### src/rtl/sap_controller.sv
// SAP-1 style controller-sequencer: a six-step ring counter (T1..T6) that
// decodes the instruction-register opcode into the datapath load/enable strobes.
module sap_controller #(
  parameter logic [3:0] OP_LDA = 4'h0,
  parameter logic [3:0] OP_ADD = 4'h1,
  parameter logic [3:0] OP_SUB = 4'h2,
  parameter logic [3:0] OP_OUT = 4'hE,
  parameter logic [3:0] OP_HLT = 4'hF
) (
  input  logic       clk,
  input  logic       clr,
  input  logic [3:0] opcode,
  output logic       cp,
  output logic       ep,
  output logic       lm,
  output logic       ce,
  output logic       li,
  output logic       ei,
  output logic       la,
  output logic       ea,
  output logic       su,
  output logic       eu,
  output logic       lb,
  output logic       lo,
  output logic       hlt,
  output logic [5:0] t_state
);

  // One-hot encoding: the low six bits are the ring counter itself, bit 6 is HALT.
  typedef enum logic [6:0] {
    S_T1   = 7'b000_0001,
    S_T2   = 7'b000_0010,
    S_T3   = 7'b000_0100,
    S_T4   = 7'b000_1000,
    S_T5   = 7'b001_0000,
    S_T6   = 7'b010_0000,
    S_HALT = 7'b100_0000
  } state_t;

  state_t r_state;
  state_t w_state_next;

  always_ff @(posedge clk) begin
    if (clr) begin
      r_state <= S_T1;
    end else begin
      r_state <= w_state_next;
    end
  end

  // HLT is decoded in T4 (first cycle with a valid opcode) and leaves the ring.
  always_comb begin
    w_state_next = S_T1;
    case (r_state)
      S_T1:    w_state_next = S_T2;
      S_T2:    w_state_next = S_T3;
      S_T3:    w_state_next = S_T4;
      S_T4:    w_state_next = (opcode == OP_HLT) ? S_HALT : S_T5;
      S_T5:    w_state_next = S_T6;
      S_T6:    w_state_next = S_T1;
      S_HALT:  w_state_next = S_HALT;
      default: w_state_next = S_T1;
    endcase
  end

  always_comb begin
    cp = 1'b0;
    ep = 1'b0;
    lm = 1'b0;
    ce = 1'b0;
    li = 1'b0;
    ei = 1'b0;
    la = 1'b0;
    ea = 1'b0;
    su = 1'b0;
    eu = 1'b0;
    lb = 1'b0;
    lo = 1'b0;
    if (!clr) begin
      case (r_state)
        S_T1: begin
          ep = 1'b1;
          lm = 1'b1;
        end
        S_T2: cp = 1'b1;
        S_T3: begin
          ce = 1'b1;
          li = 1'b1;
        end
        S_T4: begin
          if (opcode == OP_LDA || opcode == OP_ADD || opcode == OP_SUB) begin
            ei = 1'b1;
            lm = 1'b1;
          end else if (opcode == OP_OUT) begin
            ea = 1'b1;
            lo = 1'b1;
          end
        end
        S_T5: begin
          if (opcode == OP_LDA) begin
            ce = 1'b1;
            la = 1'b1;
          end else if (opcode == OP_ADD || opcode == OP_SUB) begin
            ce = 1'b1;
            lb = 1'b1;
          end
        end
        S_T6: begin
          if (opcode == OP_ADD || opcode == OP_SUB) begin
            eu = 1'b1;
            la = 1'b1;
            su = (opcode == OP_SUB);
          end
        end
        default: ;
      endcase
    end
  end

  assign t_state = r_state[5:0];
  assign hlt     = r_state[6];

endmodule

### config.mk
export PLATFORM = sky130hd
export DESIGN_NAME = sap_controller
export DESIGN_NICKNAME = d
export VERILOG_FILES = /design/src/rtl/sap_controller.sv
export SDC_FILE = /design/constraint.sdc
export NUM_CORES = 1
export LEC_CHECK = 0
export ABC_CLOCK_PERIOD_IN_PS = 3700
export CORE_AREA = 2 2 39 41
export CTS_CLUSTER_DIAMETER = 120
export DETAILED_ROUTE_END_ITERATION = 10
export DIE_AREA = 0 0 41 43
export PLACE_DENSITY = 0.85
export SKIP_CTS_REPAIR_TIMING = 1
export SLEW_MARGIN = 20
export SYNTH_ARGS = -nofsm -noshare
export SYNTH_HDL_FRONTEND = slang
export SYNTH_SLANG_ARGS = --single-unit
### constraint.sdc
create_clock -name clk -period 3.7 [get_ports clk]
set_clock_uncertainty 0.2 [all_clocks]
set_input_delay 0.37 -clock clk [delete_from_list [all_inputs] [get_ports clk]]
set_output_delay 0.37 -clock clk [all_outputs]
set_load 0.01 [all_outputs]
==> results.yml <==
outcome:
  status: "finished, final reports clean"
sta:
  maxSlewHeadroom_pct: 71.0
  setup_tns_ps: 0
  setup_viol: 0
  drv_slew: 0
  worst_pin_slew_ps: 435
  fin_crit_sh_pct: 84.3
  rsz0062_at_grt: "no"
  period_minus_slack_ps: 3120
  setup_slack_ps: 580
  clock.fmax_mhz: 321
  hold_viol: 0
synthesis:
  yosysWarnings: 0
  seq_area_frac_synth_pct: 26.1
  synth_area_um2: 537
  synthArstFlopShare_pct: 0
  synth.distinct_cells: 30
  syn_inst: 66
  synth_flop_cell: "dfxtp_1"
  synth_edf_count: 0
  syn_avg_cell_area_um2: 8.13
  ys_ff_latch: 7
  syn_nets: 72
cells_and_area:
  layout_commonest_cell: "clkdlybuf4s50_1"
  largest_reg_flops: 7
  n_antenna_cell: 0
  final_cell_mix: "24 x clkdlybuf4s50_1, 10 x nor3_1, 7 x nor4b_1, 7 x dfxtp_1"
  largest_register: "r_state"
  final_nets: 94
  nFillCells: 137
  drive_gt1_share_pct: 9.20
  area_growth_pct: 44.8
  reg_top3: "r_state x7"
floorplan:
  dieArea_um2: 1760
  die_x_um: 41
  rows: 14
  core_um2: 1380
  start_util_pct: 38.8
  die_y_um: 43
  io_pins: 25
worst_setup_path:
  r2r_slack_ps: 1810
  critPathKind: "register to output port"
  reg2regPathDepth: 3
  cp.depth: 4
  critPathTopFamily: "simple AND/OR/NAND/NOR gates"
  path_max_fanout: 13
  required_ps: 3130
  startpoint_type: "register"
  worst_ep_arrival_time_ps: 2550
  critPathCaptureType: "output port"
  slowest_stage: "clkdlybuf4s50_1"
  worstPathCellList: "or4b_1 -> or3_1 -> nor3_1 -> clkdlybuf4s50_1"
  path_buf_inv: 1
  max_stage_delay_ps: 590
detailed_routing:
  wirelength_um: 1360
  antenna_left: 0
  viasPerCell: 5.83
  drt_iter0_drc: 15
  num_vias: 601
  drtPass1Iterations: 5
  drc_errors: 0
  avgRoutedWirePerCell_um: 13.2
clock_network:
  cts_buffers: 3
  clkLatencyLatePin_ps: 260
  clk_pin_slew_ps: 60
  clock_path_buffers: 2
  clockRootBuffer: "clkbuf_4"
  cts_tree: "done"
  htree_levels: 1
  cts_sinks: 7
hold_path:
  hold_depth: 1
  min_path_type: "register to register"
flow_run:
  maxCapViolCount: 0
placed_design:
  post-dp-hpwl_um: 966
  io_buffers: 24
  pre_cts_ws_ps: 698
  gp_congestion: 0.783
power:
  p_leak_nw: 0.231
  ir_drop_mv: 0.241
  p_per_area_nw_per_um2: 403
global_routing:
  grt_usage_pct: 17.1
  grt_max_degree: 14
  grt-ovfl-total: 0
  grt_pass1_vias: 468
  antenna_found_initial: 0
  grt_first_pass_wirelength_um: 2040
[where the power goes]
group,switching (mW),internal (mW)
Sequential,0.0294,0.0861
Clock,0.0323,0.0414
Combinational,0.0495,0.0743
[cell usage after synthesis (2+ instances only)]
library cell  count  area, um2
nor4_1            2       12.5
a21oi_1           2       10.0
or3_1             2       12.5
nor2_1            4       15.0
nand2b_1          2       12.5
o21ai_0           4       20.0
or4_4             2       22.5
dfxtp_1           7        140
buf_6             2       22.5
clkbuf_1          3       11.3
xor2_1            2       17.5
nor3_1           10       50.1
nor4b_1           7       61.3
[kinds of logic after synthesis]
family	Yosys count	share of synthesized area (%)
flip-flops	7	26.1
AND/OR/NAND/NOR	38	46.6
buffers and inverters	8	9.32
XOR/XNOR	3	4.90
AO/OA/AOI/OAI	10	13.1
[layer usage]
| metal | track usage [%] | up-vias | wire (um) |
|---|---|---|---|
| met5 | 0 | - | 0 |
| met2 | 24.7 | 32 | 593 |
| met1 | 21.6 | 268 | 623 |
| met4 | 12.0 | 0 | 40 |
| li1 | - | 296 | - |
| met3 | 3.14 | 5 | 104 |
[stage by stage]
stage / instances / utilization [%] / power [mW] / area (um2) / hold slack (ps)
global placement: 99 / 54.2 / 0.238 / 751 / 406
CTS: 103 / 56.1 / 0.313 / 777 / 422
finish: 103 / 56.1 / 0.313 / 777 / 433
floorplan: 66 / - / 0.193 / 537 / 291
global route: 103 / 56.1 / 0.331 / 777 / 438
detailed placement: 99 / 54.2 / 0.240 / 751 / 414
[worst register-to-register path: stages, from the launching register on]
cell and delay (ps):
dfxtp_1 580, or4b_1 520, or3_1 350, a41oi_1 170
[worst paths after layout]
path               from    endpoint
max reg2reg  r_state[3]  r_state[4]
min          r_state[1]  r_state[2]
min reg2reg  r_state[1]  r_state[2]
max          r_state[3]          lo
[final cells by class]
type	count	area, um2	share of cell area (%)
multi-input cells	51	347	44.6
repair buffers	24	240	30.9
flip-flops and latches	7	140	18.0
clock buffers	4	26.3	3.38
well taps	16	20.0	2.58
inverters	1	3.75	0.483
Power figures use the tool's default switching activity.
